$ cat src/rtl/flag_branch_unit_if.sv
// Flag/branch bus between the EX-stage ALU/branch logic and the flag branch unit.
// slave is the unit's view; master is the driver's view (EX stage or bench).
interface flag_branch_unit_if #(
    parameter int WIDTH       = 16,
    parameter int STACK_DEPTH = 4
);
    localparam int CW = $clog2(STACK_DEPTH + 1);

    logic             alu_valid;
    logic [2:0]       flag_we;
    logic             carry_in;
    logic             negative_in;
    logic             zero_in;
    logic             set_c;
    logic             clr_c;
    logic             br_valid;
    logic [1:0]       br_cond;
    logic [WIDTH-1:0] br_target;
    logic             int_save;
    logic             rti_restore;

    logic [2:0]       ccr;
    logic             pc_load;
    logic [WIDTH-1:0] pc_target;
    logic             flush;
    logic [CW-1:0]    stack_count;
    logic             stack_ovf;
    logic             stack_unf;

    modport slave (
        input  alu_valid, flag_we, carry_in, negative_in, zero_in,
        input  set_c, clr_c, br_valid, br_cond, br_target,
        input  int_save, rti_restore,
        output ccr, pc_load, pc_target, flush, stack_count, stack_ovf, stack_unf
    );

    modport master (
        output alu_valid, flag_we, carry_in, negative_in, zero_in,
        output set_c, clr_c, br_valid, br_cond, br_target,
        output int_save, rti_restore,
        input  ccr, pc_load, pc_target, flush, stack_count, stack_ovf, stack_unf
    );
endinterface

$ cat src/rtl/flag_branch_unit.sv
// Condition-code register, branch resolution with wrong-path shadow, and a
// CCR save stack for interrupt entry / RTI.
module flag_branch_unit #(
    parameter int WIDTH       = 16,
    parameter int STACK_DEPTH = 4,
    parameter int SHADOW      = 2
) (
    input  logic             clk,
    input  logic             reset,
    flag_branch_unit_if.slave bus
);
    localparam int CW = $clog2(STACK_DEPTH + 1);
    localparam int IW = (STACK_DEPTH > 1) ? $clog2(STACK_DEPTH) : 1;
    localparam int SW = (SHADOW > 1) ? $clog2(SHADOW) : 1;
    localparam logic [CW-1:0] FULL    = CW'(STACK_DEPTH);
    localparam logic [SW-1:0] SH_LOAD = SW'(SHADOW - 1);

    localparam logic [1:0] BR_JZ  = 2'b00;
    localparam logic [1:0] BR_JN  = 2'b01;
    localparam logic [1:0] BR_JC  = 2'b10;
    localparam logic [1:0] BR_JMP = 2'b11;

    typedef enum logic {S_RUN, S_SHADOW} state_t;

    state_t           state_q, state_d;
    logic [SW-1:0]    sh_cnt_q, sh_cnt_d;
    logic [2:0]       ccr_q, ccr_d;
    logic             pc_load_q, pc_load_d;
    logic [WIDTH-1:0] pc_target_q, pc_target_d;
    logic [CW-1:0]    cnt_q, cnt_d;
    logic             ovf_q, ovf_d;
    logic             unf_q, unf_d;
    logic [2:0]       stack_q [STACK_DEPTH];

    logic       act, alu_en, setc_en, clrc_en, br_en;
    logic       pop_req, push_req, pop_en, push_en, stk_empty, stk_full;
    logic [IW-1:0] top_idx, push_idx;
    logic       c_alu, n_alu, z_alu, c_sc;
    logic [2:0] ccr_fwd;
    logic       cond_true, taken;

    // Everything on the EX side is squashed while in shadow; the stack ops
    // are interrupt-driven and never wrong-path, so they bypass the gate.
    assign act     = (state_q == S_RUN);
    assign alu_en  = act & bus.alu_valid;
    assign setc_en = act & bus.set_c;
    assign clrc_en = act & bus.clr_c;
    assign br_en   = act & bus.br_valid;

    assign pop_req   = bus.rti_restore;
    assign push_req  = bus.int_save & ~bus.rti_restore;
    assign stk_empty = (cnt_q == '0);
    assign stk_full  = (cnt_q == FULL);
    assign pop_en    = pop_req & ~stk_empty;
    assign push_en   = push_req & ~stk_full;
    assign top_idx   = IW'(cnt_q - CW'(1));
    assign push_idx  = IW'(cnt_q);

    always_comb begin
        c_alu = (alu_en & bus.flag_we[2]) ? bus.carry_in    : ccr_q[2];
        n_alu = (alu_en & bus.flag_we[1]) ? bus.negative_in : ccr_q[1];
        z_alu = (alu_en & bus.flag_we[0]) ? bus.zero_in     : ccr_q[0];
        c_sc  = c_alu;
        if (setc_en & ~clrc_en)      c_sc = 1'b1;
        else if (clrc_en & ~setc_en) c_sc = 1'b0;
        ccr_fwd = pop_en ? stack_q[top_idx] : {c_sc, n_alu, z_alu};
    end

    // Condition sees the forwarded flags so a same-cycle ALU write counts.
    always_comb begin
        cond_true = 1'b0;
        case (bus.br_cond)
            BR_JZ:   cond_true = ccr_fwd[0];
            BR_JN:   cond_true = ccr_fwd[1];
            BR_JC:   cond_true = ccr_fwd[2];
            BR_JMP:  cond_true = 1'b1;
            default: cond_true = 1'b0;
        endcase
        taken = br_en & cond_true;
    end

    always_comb begin
        ccr_d = ccr_fwd;
        if (taken && !pop_en) begin
            case (bus.br_cond)
                BR_JZ:   ccr_d[0] = 1'b0;
                BR_JN:   ccr_d[1] = 1'b0;
                BR_JC:   ccr_d[2] = 1'b0;
                default: ccr_d = ccr_fwd;
            endcase
        end
    end

    always_comb begin
        state_d     = state_q;
        sh_cnt_d    = sh_cnt_q;
        pc_load_d   = taken;
        pc_target_d = taken ? bus.br_target : pc_target_q;
        cnt_d       = cnt_q;
        ovf_d       = ovf_q | (push_req & stk_full);
        unf_d       = unf_q | (pop_req & stk_empty);
        if (pop_en)       cnt_d = cnt_q - CW'(1);
        else if (push_en) cnt_d = cnt_q + CW'(1);
        case (state_q)
            S_RUN: begin
                if (taken) begin
                    state_d  = S_SHADOW;
                    sh_cnt_d = SH_LOAD;
                end
            end
            S_SHADOW: begin
                if (sh_cnt_q == '0) state_d  = S_RUN;
                else                sh_cnt_d = sh_cnt_q - SW'(1);
            end
            default: state_d = S_RUN;
        endcase
    end

    always_ff @(posedge clk or negedge reset) begin
        if (!reset) begin
            state_q     <= S_RUN;
            sh_cnt_q    <= '0;
            ccr_q       <= '0;
            pc_load_q   <= 1'b0;
            pc_target_q <= '0;
            cnt_q       <= '0;
            ovf_q       <= 1'b0;
            unf_q       <= 1'b0;
        end else begin
            state_q     <= state_d;
            sh_cnt_q    <= sh_cnt_d;
            ccr_q       <= ccr_d;
            pc_load_q   <= pc_load_d;
            pc_target_q <= pc_target_d;
            cnt_q       <= cnt_d;
            ovf_q       <= ovf_d;
            unf_q       <= unf_d;
        end
    end

    // Push saves the pre-edge CCR, not the value being written this cycle.
    always_ff @(posedge clk or negedge reset) begin
        if (!reset) begin
            for (int i = 0; i < STACK_DEPTH; i++) stack_q[i] <= '0;
        end else if (push_en) begin
            stack_q[push_idx] <= ccr_q;
        end
    end

    assign bus.ccr         = ccr_q;
    assign bus.pc_load     = pc_load_q;
    assign bus.flush       = pc_load_q;
    assign bus.pc_target   = pc_target_q;
    assign bus.stack_count = cnt_q;
    assign bus.stack_ovf   = ovf_q;
    assign bus.stack_unf   = unf_q;
endmodule

$ cat src/flat_wrapper.sv
// flat-port wrapper written by rule: the top's interface ports become plain ports
module flag_branch_unit_flat 
#(
    parameter int WIDTH       = 16,
    parameter int STACK_DEPTH = 4,
    parameter int SHADOW      = 2
)
  (clk, reset, bus_alu_valid, bus_flag_we, bus_carry_in, bus_negative_in, bus_zero_in, bus_set_c, bus_clr_c, bus_br_valid, bus_br_cond, bus_br_target, bus_int_save, bus_rti_restore, bus_ccr, bus_pc_load, bus_pc_target, bus_flush, bus_stack_count, bus_stack_ovf, bus_stack_unf);
  flag_branch_unit_if #(.WIDTH(WIDTH), .STACK_DEPTH(STACK_DEPTH)) bus_i ();
  input  logic clk;
  input  logic reset;
  input wire logic [$bits(bus_i.alu_valid)-1:0] bus_alu_valid;
  input wire logic [$bits(bus_i.flag_we)-1:0] bus_flag_we;
  input wire logic [$bits(bus_i.carry_in)-1:0] bus_carry_in;
  input wire logic [$bits(bus_i.negative_in)-1:0] bus_negative_in;
  input wire logic [$bits(bus_i.zero_in)-1:0] bus_zero_in;
  input wire logic [$bits(bus_i.set_c)-1:0] bus_set_c;
  input wire logic [$bits(bus_i.clr_c)-1:0] bus_clr_c;
  input wire logic [$bits(bus_i.br_valid)-1:0] bus_br_valid;
  input wire logic [$bits(bus_i.br_cond)-1:0] bus_br_cond;
  input wire logic [$bits(bus_i.br_target)-1:0] bus_br_target;
  input wire logic [$bits(bus_i.int_save)-1:0] bus_int_save;
  input wire logic [$bits(bus_i.rti_restore)-1:0] bus_rti_restore;
  output wire logic [$bits(bus_i.ccr)-1:0] bus_ccr;
  output wire logic [$bits(bus_i.pc_load)-1:0] bus_pc_load;
  output wire logic [$bits(bus_i.pc_target)-1:0] bus_pc_target;
  output wire logic [$bits(bus_i.flush)-1:0] bus_flush;
  output wire logic [$bits(bus_i.stack_count)-1:0] bus_stack_count;
  output wire logic [$bits(bus_i.stack_ovf)-1:0] bus_stack_ovf;
  output wire logic [$bits(bus_i.stack_unf)-1:0] bus_stack_unf;
  assign bus_i.alu_valid = bus_alu_valid;
  assign bus_i.flag_we = bus_flag_we;
  assign bus_i.carry_in = bus_carry_in;
  assign bus_i.negative_in = bus_negative_in;
  assign bus_i.zero_in = bus_zero_in;
  assign bus_i.set_c = bus_set_c;
  assign bus_i.clr_c = bus_clr_c;
  assign bus_i.br_valid = bus_br_valid;
  assign bus_i.br_cond = bus_br_cond;
  assign bus_i.br_target = bus_br_target;
  assign bus_i.int_save = bus_int_save;
  assign bus_i.rti_restore = bus_rti_restore;
  assign bus_ccr = bus_i.ccr;
  assign bus_pc_load = bus_i.pc_load;
  assign bus_pc_target = bus_i.pc_target;
  assign bus_flush = bus_i.flush;
  assign bus_stack_count = bus_i.stack_count;
  assign bus_stack_ovf = bus_i.stack_ovf;
  assign bus_stack_unf = bus_i.stack_unf;
  flag_branch_unit #(.WIDTH(WIDTH), .STACK_DEPTH(STACK_DEPTH), .SHADOW(SHADOW)) u_core (.clk(clk), .reset(reset), .bus(bus_i));
endmodule
$ cat config.mk
export PLATFORM = sky130hd
export DESIGN_NAME = flag_branch_unit_flat
export DESIGN_NICKNAME = d
export VERILOG_FILES = /design/src/rtl/flag_branch_unit_if.sv /design/src/rtl/flag_branch_unit.sv /design/src/flat_wrapper.sv
export SDC_FILE = /design/constraint.sdc
export NUM_CORES = 1
export LEC_CHECK = 0
export CORE_ASPECT_RATIO = 1.1
export CORE_MARGIN = 10
export CORE_UTILIZATION = 45
export DETAILED_ROUTE_END_ITERATION = 8
export GPL_TIMING_DRIVEN = 0
export PLACE_DENSITY = 0.78
export SLEW_MARGIN = 20
export SYNTH_ARGS = -nofsm -noshare
export SYNTH_HDL_FRONTEND = slang
export SYNTH_SLANG_ARGS = --single-unit
$ cat constraint.sdc
create_clock -name clk -period 5.1 [get_ports clk]
set_clock_uncertainty 0.1 [all_clocks]
set_input_delay 1.02 -clock clk [delete_from_list [all_inputs] [get_ports clk]]
set_output_delay 1.02 -clock clk [all_outputs]
set_load 0.01 [all_outputs]
==> impl_metrics.py, run 1 <==
metrics = {
    "timing": {
        "timing.final.max_slew_violations": 0,
        "max-slew-margin-rel_pct": 69.8,
        "max_freq_ghz": 0.322,
        "setup_slack_ns": 1.99,
        "setup_viol": 0,
        "worst_pin_slew_ns": 0.453,
        "period_share_pct": 60.9,
        "hold_viol": 0,
        "grt_setup_unrepaired": "no",
        "final.setup.tns_ns": 0,
        "period_minus_slack_ns": 3.11,
        "hold_slack_ns": 0.378,
    },
    "synthesis": {
        "yosys.area_share.adder_pct": 3.36,
        "synth_area_leaders": "dfrtp_1, mux2_4, mux2_2, mux2_1, mux4_2",
        "ys.flop_type": "dfrtp_1",
        "syn_avg_cell_area_um2": 13.5,
        "yosys_warnings": 0,
        "synth-compound-area-share_pct": 8.55,
        "yosys.area.top_type": "dfrtp_1",
        "synth_common_cells": "dfrtp_1, mux2_2, mux2_4, nand2_1, nor2_1",
        "yosysMostFrequentCell": "dfrtp_1",
        "synth-simple-area-share_pct": 8.61,
        "muxShareOfSynthArea_pct": 22.6,
        "synth_top_area_share_pct": 52.5,
        "synth_top_family_by_area": "multiplexers",
        "synthesis.area_um2": 1860,
        "synthDistinctLibCells": 35,
        "synth_xor_area_share_pct": 0.942,
        "synth_fp_nets": 175,
        "seq_area_frac_synth_pct": 52.5,
        "async_flop_share_pct": 100,
        "synth_seq_cells": 39,
        "synth_edf_count": 0,
        "syn-instance-count": 138,
    },
    "place": {
        "placed_cell_area_um2": 2510,
        "dpl.hpwl_um": 3680,
        "dpl_worst_slack_ns": 1.68,
        "gp_congestion": 0.800,
        "port_buffers": 57,
    },
    "setup_path": {
        "crit_path_end_kind": "register",
        "cp-startpoint": "bus_alu_valid",
        "r2r_end": "u_core.bus.pc_target[12]",
        "crit_type": "in -> reg",
        "crit_path_start_kind": "input pin",
        "path_cells": "clkdlybuf4s50_1 > nor2b_1 > a21boi_0 > a311oi_1 > o32a_1 > a221oi_4 > buf_6 > mux2_4",
        "ff2ff_path_depth": 9,
        "crit_arrival_ns": 3.18,
        "cp_slowest_cell": "clkdlybuf4s50_1",
        "crit_path_max_incr_delay_ns": 0.48,
        "worstSetupEndpoint": "u_core.bus.pc_target[12]",
        "path_max_fanout": 10,
        "worst_ep_required_time_ns": 5.18,
        "r2r-start": "u_core.bus.stack_count[0]",
        "r2r_slack_ns": 2.31,
    },
    "global_routing": {
        "grt_pass1_vias": 1534,
        "grt_max_degree": 33,
        "track_usage_pct": 13.9,
        "busiest_layer": "met2",
        "use_met2_pct": 24.3,
        "grt.overflow.total": 0,
        "use_met3_pct": 6.71,
        "antenna_found_initial": 0,
        "use_met1_pct": 14.3,
        "grt_pass1_wl_um": 7710,
    },
    "floorplan": {
        "boundaryPins": 58,
        "dieWidth_um": 81.3,
        "core_um2": 3960,
        "die_height_um": 87.4,
        "initial_core_util_pct": 46.9,
        "die_area_um2": 7110,
        "rows": 24,
    },
    "worst_hold_path": {
        "hold_class": "reg -> reg",
    },
    "finish": {
        "antenna_cells": 0,
        "area_growth_pct": 42.1,
        "nNetsFinal": 240,
        "layout-drive-gt1-share_pct": 20.1,
        "fin_util_pct": 66.7,
        "design_area_um2": 2640,
    },
    "route": {
        "routed_via_density": 5.30,
        "ant_nets": 0,
        "via_count": 1358,
        "drt_iter0_markers": 113,
        "wl_um": 4650,
        "post-route-drc-count": 0,
        "wire_per_inst_um": 18.2,
        "dr.pass1.iters": 4,
    },
    "pwr": {
        "ir_worst_vdd_mv": 0.332,
        "p_per_area_nw_per_um2": 603,
        "power.leakage_nw": 1.17,
    },
    "run": {
        "cap_violations": 0,
    },
    "clock_network": {
        "cts_hold_buffers": 0,
        "clk_latency_ns": 0.29,
        "cts-resized-gates": 0,
        "cts.reportedPaths.clkPinSlew_ns": 0.08,
        "cts_tree": "built",
        "numCtsBuffers": 5,
        "cts_buffer_depth": 2,
        "postCtsSetupRepairBufs": 0,
        "cts_root_buf": "clkbuf_8",
        "cts.sinks": 39,
        "htree_levels": 2,
    },
    "status": {
        "outcome": "complete, no violations",
    },
}
==> cell type report <==
type                            instances  area (µm²)
Timing Repair Buffer                   58         586
Clock inverter                          2        60.1
Multi-Input combinational cell         89         820
Fill cell                             317        1320
Clock buffer                            6        72.6
Sequential cell                        39         976
Tap cell                               52        65.1
Buffer                                  5        45.0
Inverter                                5        18.8
==> where the power goes <==
part / leakage [nW] / internal [mW] / total, mW / switching, mW
Clock: 0.0654 / 0.196 / 0.303 / 0.107
Combinational: 0.632 / 0.436 / 0.721 / 0.284
Sequential: 0.468 / 0.458 / 0.569 / 0.111
Total: 1.17 / 1.09 / 1.59 / 0.503
==> worst min-delay path by stage <==
stage	startpoint	to	slack [ns]	depth (start not counted)
final	u_core.bus.stack_ovf	u_core.bus.stack_ovf	0.38	1
after global routing	u_core.bus.stack_ovf	u_core.bus.stack_ovf	0.40	1
after CTS	u_core.bus.stack_ovf	u_core.bus.stack_ovf	0.39	1
after detailed placement	u_core.bus.stack_ovf	u_core.bus.stack_ovf	0.38	1
after global placement	u_core.bus.stack_ovf	u_core.bus.stack_ovf	0.35	1
after floorplan	u_core.sh_cnt_q	u_core.sh_cnt_q	0.35	1
==> per-layer routing <==
metal,vias up,routed length [µm]
li1,622,-
met3,6,418
met2,48,2470
met5,-,0
met4,0,39
met1,682,1730
==> sequential cells by signal, summed over array words and instances, names as in the netlist <==
signal                  cells
u_core.bus.stack_count      3
u_core.sh_cnt_q             1
u_core.bus.stack_unf        1
u_core.stack_q             12
u_core.bus.pc_target       16
u_core.bus.flush            1
u_core.bus.stack_ovf        1
u_core.bus.ccr              3
u_core.state_q              1
==> cell families (layout without fill, tap and decap cells) <==
logic type               after synthesis  in the layout
multiplexers                          31             31
AND/OR/NAND/NOR                       32             32
buffers and inverters                 10             76
adder cells (fa/ha/maj)                5              5
flip-flops                            39             39
XOR/XNOR                               2              2
AO/OA/AOI/OAI                         19             19
==> placed cells by master, fill, tap and decap left out, types with 3 or more instances in the layout <==
master and count:
nand2_1 10, inv_1 5, nor2_1 9, mux2_1 6, mux2_2 12, clkdlybuf4s50_1 56, mux4_2 3, dfrtp_1 39
buf_4 3, a21oi_1 3, clkbuf_8 5, mux2_4 10, ha_1 5
==> critical path, delay by kind of cell <==
family          cells  cell delay [ns]
mux                 1             0.31
simple gates        1             0.20
compound gates      4             0.94
buf+inv             2             0.71
==> through the flow <==
stage,std cells,power (mW)
after CTS,256,1.61
after global routing,256,1.69
after global placement,247,1.26
final,256,1.59
after detailed placement,248,1.30
after floorplan,138,0.960
(Power assumes the default switching activity.)
==> run 2, diff against run 1 <==
- CORE_UTILIZATION: 45 -> 42
- PLACE_DENSITY: 0.78 -> 0.76
- clock period: 5.1 -> 2.7 ns (I/O delays scaled with it)
==> run 2 against run 1 <==
Against the previous run:
- first-iteration DRC count increased by 1.8%
- cell area increased by 2.6%
- final cell count increased by 3.9%
- die area increased by 5.4%
- power increased by 86%
- worst setup slack got worse by 1.9 ns
- core utilization decreased by 3.4 points
- non-clock buffer count increased by 8
- routed wire length decreased by 1.6%
- via count increased by 0.29%
- sequential share of layout area decreased by 0.92 points
- critical path type unchanged
- critical endpoint is now u_core.bus.pc_target[6]
==> impl_metrics.py, run 2 (same netlist as run 1, synthesis figures left out) <==
metrics = {
    "global_routing": {
        "grt.overflow.total": 0,
        "track_usage_pct": 12.0,
        "grt_pass1_vias": 1551,
        "grt_pass1_wl_um": 7440,
        "antenna_found_initial": 0,
        "grt_max_degree": 31,
    },
    "setup_path": {
        "crit_path_max_incr_delay_ns": 0.55,
        "crit_path_start_kind": "input pin",
        "critical_path.most_common_cell": "buf_6",
        "crit_type": "in -> reg",
        "cp_slowest_cell": "clkdlybuf4s50_1",
        "crit_path_end_kind": "register",
        "crit_arrival_ns": 2.71,
        "path_cells": "clkdlybuf4s50_1 > and2_4 > buf_6 > a311oi_2 > o32a_1 > a221oi_4 > buf_6 > mux2_1",
        "worst_ep_required_time_ns": 2.77,
        "path_max_fanout": 7,
    },
    "floorplan": {
        "boundaryPins": 58,
        "die_height_um": 89.8,
        "initial_core_util_pct": 43.4,
        "dieWidth_um": 83.4,
        "rows": 25,
        "die_area_um2": 7490,
        "core_um2": 4290,
    },
    "finish": {
        "final_common_cell": "clkdlybuf4s50_1",
        "fin_cells": 266,
        "area_growth_pct": 45.8,
        "nNetsFinal": 248,
        "fin_util_pct": 63.2,
        "mostFrequentLayoutCells": "clkdlybuf4s50_1, dfrtp_1, mux2_2",
        "antenna_cells": 0,
        "fill_cells": 307,
        "design_area_um2": 2710,
        "layout-drive-gt1-share_pct": 26.4,
        "largest_reg_flops": 16,
    },
    "pwr": {
        "ir_worst_vdd_mv": 0.612,
        "p_per_area_nw_per_um2": 1090,
        "power.leakage_nw": 1.21,
        "power_mw": 2.96,
    },
    "timing": {
        "timing.final.max_slew_violations": 0,
        "setup_slack_ns": 0.0666,
        "final.setup.tns_ns": 0,
        "max_freq_ghz": 0.380,
        "worst_pin_slew_ns": 0.410,
        "setup_viol": 0,
        "period_share_pct": 97.5,
        "hold_viol": 0,
        "max-slew-margin-rel_pct": 72.6,
        "period_minus_slack_ns": 2.63,
        "grt_setup_unrepaired": "yes",
        "hold_slack_ns": 0.0123,
    },
    "place": {
        "placed_cell_area_um2": 2510,
        "gp_congestion": 0.755,
        "port_buffers": 57,
        "dpl.hpwl_um": 3400,
        "placed_cells_incl_taps": 250,
        "dpl_worst_slack_ns": -0.239,
    },
    "clock_network": {
        "cts_buffer_depth": 2,
        "htree_levels": 2,
        "cts_tree": "built",
        "numCtsBuffers": 5,
        "cts.reportedPaths.clkPinSlew_ns": 0.07,
        "cts.sinks": 39,
        "cts_root_buf": "clkbuf_8",
        "cts_hold_buffers": 0,
        "clk_latency_ns": 0.29,
    },
    "worst_hold_path": {
        "hold_class": "in -> async",
    },
    "status": {
        "outcome": "complete, no violations",
    },
    "route": {
        "ant_nets": 0,
        "wl_um": 4580,
        "dr.pass1.iters": 4,
        "routed_via_density": 5.12,
        "wire_per_inst_um": 17.2,
        "via_count": 1362,
        "drt_iter0_markers": 115,
        "post-route-drc-count": 0,
    },
    "run": {
        "cap_violations": 0,
    },
}
## run 2: cell types whose count changed in the layout (fill, tap and decap cells not counted), sizes merged
cell,delta
bufinv,-2
clkinv,+1
clkdlybuf4s50,-1
buf,+8
dlymetal6s2s,+1
clkbuf,+1
## run 2: final timing paths
check                                     startpoint                       end  slack, ns  cells past startpoint
max                                  bus_rti_restore   u_core.bus.pc_target[6]       0.07                      8
min                                            reset      u_core.bus.stack_unf       0.01                      1
max reg2reg                u_core.bus.stack_count[0]   u_core.bus.pc_target[6]       0.08                     11
min reg2reg                     u_core.bus.stack_unf      u_core.bus.stack_unf       0.38                      1
max in group asynchronous                      reset  u_core.bus.pc_target[14]       2.05                      2
min in group clk                u_core.bus.stack_unf      u_core.bus.stack_unf       0.38                      1
## run 2: layer usage
layer	GRT usage [%]	share of wire, %
met5	0	0
met3	7.13	10
met4	3.63	1.3
met1	12.9	41
met2	19.4	48
## run 2: power by group
part / total (mW) / internal, mW / switching, mW
clock: 0.377 / 0.181 / 0.196
sequential: 1.06 / 0.865 / 0.197
combinational: 1.52 / 0.942 / 0.581
## run 2: final cells by class
cell class	count	area (µm²)	share of cell area, %
buffer	5	52.6	1.94
clock buffer	7	76.3	2.82
clock inverter	1	5.00	0.185
inverter	5	18.8	0.693
multi-input combinational	89	862	31.8
sequential	39	976	36.0
tap	54	67.6	2.49
timing repair buffer	66	652	24.1
## run 2: worst max-delay path, delay by kind of cell
family	cells	cell delay, ns
compound gates	3	0.81
buf+inv	3	0.85
mux	1	0.32
simple gates	1	0.17
## run 2: timing repair
item / in CTS / in global routing
gates resized for setup: 5 / 11
pin swaps: 1 / 2
setup endpoints to repair: 15 / 17
setup buffers: 2 / 5
gates cloned: 1 / 0
==> run 3, diff against run 2 <==
- CORE_UTILIZATION: 42 -> 35
- PLACE_DENSITY: 0.76 -> 0.65
==> run 3 against run 2 <==
Against the previous run:
- via count up 1.0%
- power grew 4.4%
- combinational power barely moved
- critical path type is now reg -> reg
- highest routed layer unchanged
==> impl_metrics.py, run 3 (same netlist as run 1, synthesis figures left out) <==
metrics = {
    "global_routing": {
        "track_usage_pct": 11.6,
        "grt.overflow.total": 0,
        "grt_pass1_wl_um": 7520,
        "antenna_found_initial": 0,
        "grt_max_degree": 31,
        "grt_pass1_vias": 1542,
    },
    "clock_network": {
        "htree_levels": 2,
        "clk_latency_ns": 0.29,
        "cts_root_buf": "clkbuf_8",
        "cts.reportedPaths.clkPinSlew_ns": 0.08,
        "numCtsBuffers": 5,
        "cts_hold_buffers": 0,
        "cts_buffer_depth": 2,
        "cts.sinks": 39,
        "cts_tree": "built",
    },
    "place": {
        "dpl.hpwl_um": 3610,
        "placed_cells_incl_taps": 254,
        "port_buffers": 57,
        "placed_cell_area_um2": 2520,
        "dpl_worst_slack_ns": -0.262,
        "gp_congestion": 0.830,
    },
    "pwr": {
        "power.leakage_nw": 1.22,
        "clkPwrFrac_pct": 16.0,
        "power_mw": 3.09,
        "ir_worst_vdd_mv": 0.634,
        "p_comb_share_pct": 49.3,
        "swShare_pct": 32.1,
        "internal-power_mw": 2.10,
        "p_sw_mw": 0.992,
        "p_seq_share_pct": 34.6,
        "p_per_area_nw_per_um2": 1120,
    },
    "floorplan": {
        "boundaryPins": 58,
        "die_height_um": 96.4,
        "core_um2": 5070,
        "dieWidth_um": 89.5,
        "rows": 27,
        "initial_core_util_pct": 36.7,
        "die_area_um2": 8630,
    },
    "setup_path": {
        "cp_slowest_cell": "dfrtp_1",
        "crit_arrival_ns": 2.68,
        "path_cells": "buf_6 > inv_2 > ha_4 > mux4_2 > nor2_1 > o32a_1 > a221oi_4 > buf_4 > buf_6 > mux2_1",
        "path_max_fanout": 7,
        "crit_type": "reg -> reg",
        "worst_ep_required_time_ns": 2.77,
        "crit_path_start_kind": "register",
        "critical_path.most_common_cell": "buf_6",
        "crit_path_end_kind": "register",
        "crit_path_max_incr_delay_ns": 0.40,
    },
    "timing": {
        "setup_viol": 0,
        "period_minus_slack_ns": 2.61,
        "max_freq_ghz": 0.383,
        "worst_pin_slew_ns": 0.431,
        "max-slew-margin-rel_pct": 71.3,
        "setup_slack_ns": 0.0881,
        "hold_slack_ns": 0.00813,
        "final.setup.tns_ns": 0,
        "hold_viol": 0,
        "period_share_pct": 96.7,
        "timing.final.max_slew_violations": 0,
    },
    "finish": {
        "seqCellArea_um2": 976,
        "layout-drive-gt1-share_pct": 26.9,
        "area_growth_pct": 48.6,
        "largest_reg_flops": 16,
        "mostFrequentLayoutCells": "clkdlybuf4s50_1, dfrtp_1, mux2_2",
        "nNetsFinal": 248,
        "final_common_cell": "clkdlybuf4s50_1",
        "fill_cells": 432,
        "fin_cells": 270,
        "multiInputGateArea_um2": 873,
        "fin_util_pct": 54.5,
        "antenna_cells": 0,
        "design_area_um2": 2760,
    },
    "route": {
        "wire_per_inst_um": 17.6,
        "wl_um": 4770,
        "routed_via_density": 5.10,
        "post-route-drc-count": 0,
        "via_count": 1376,
        "ant_nets": 0,
        "drt_iter0_markers": 45,
        "dr.pass1.iters": 4,
    },
    "worst_hold_path": {
        "hold_class": "in -> async",
    },
    "status": {
        "outcome": "complete, no violations",
    },
    "run": {
        "cap_violations": 0,
    },
}
run 3: metal layers:
metal  GRT usage (%)  wire, µm  share of wire (%)  vias to the layer above
li1                -         -                  -                      638
met5               0         0                  0                        -
met1            11.1      1720                 36                      685
met3            4.77       367                7.7                        4
met2            21.5      2620                 55                       49
met4            4.38        55                1.2                        0
run 3: critical path: cells and delay by family (launching register included):
family          cells  cell delay (ns)
simple gates        1             0.06
compound gates      2             0.65
mux                 2             0.56
buf+inv             4             0.50
fa+ha+maj           1             0.23
flops               1             0.40
run 3: worst paths after layout:
check | from | to | cells past startpoint | slack (ns)
max | u_core.bus.stack_count[0] | u_core.bus.pc_target[6] | 10 | 0.09
min | reset | u_core.bus.stack_unf | 1 | 0.008
max reg2reg | u_core.bus.stack_count[0] | u_core.bus.pc_target[6] | 10 | 0.09
min reg2reg | u_core.bus.stack_ovf | u_core.bus.stack_ovf | 1 | 0.38
max in group asynchronous | reset | u_core.stack_q[9] | 2 | 2.05
min in group clk | u_core.bus.stack_ovf | u_core.bus.stack_ovf | 1 | 0.38
run 3: layout make-up:
type	instances	area share [%]
inverters	5	0.679
well taps	58	2.63
clock inverters	2	1.27
multi-input cells	89	31.6
repair buffers	66	23.7
flip-flops and latches	39	35.3
plain buffers	5	1.77
clock buffers	6	2.99
run 3: power groups by stage:
stage | logic, mW | clock network, mW | registers (mW)
floorplan | 0.701 | 0 | 1.11
global placement | 1.34 | 0 | 1.06
detailed placement | 1.38 | 0 | 1.07
CTS | 1.48 | 0.515 | 1.07
global route | 1.64 | 0.541 | 1.11
finish | 1.53 | 0.496 | 1.07
run 3: timing repair:
action                                  CTS  global route
buffers inserted                          4             3
endpoints found under the hold margin     0             0
pin swaps                                 3             1
gates cloned                              1             0
endpoints found under the setup margin   17            20
gates resized for setup                   8             8
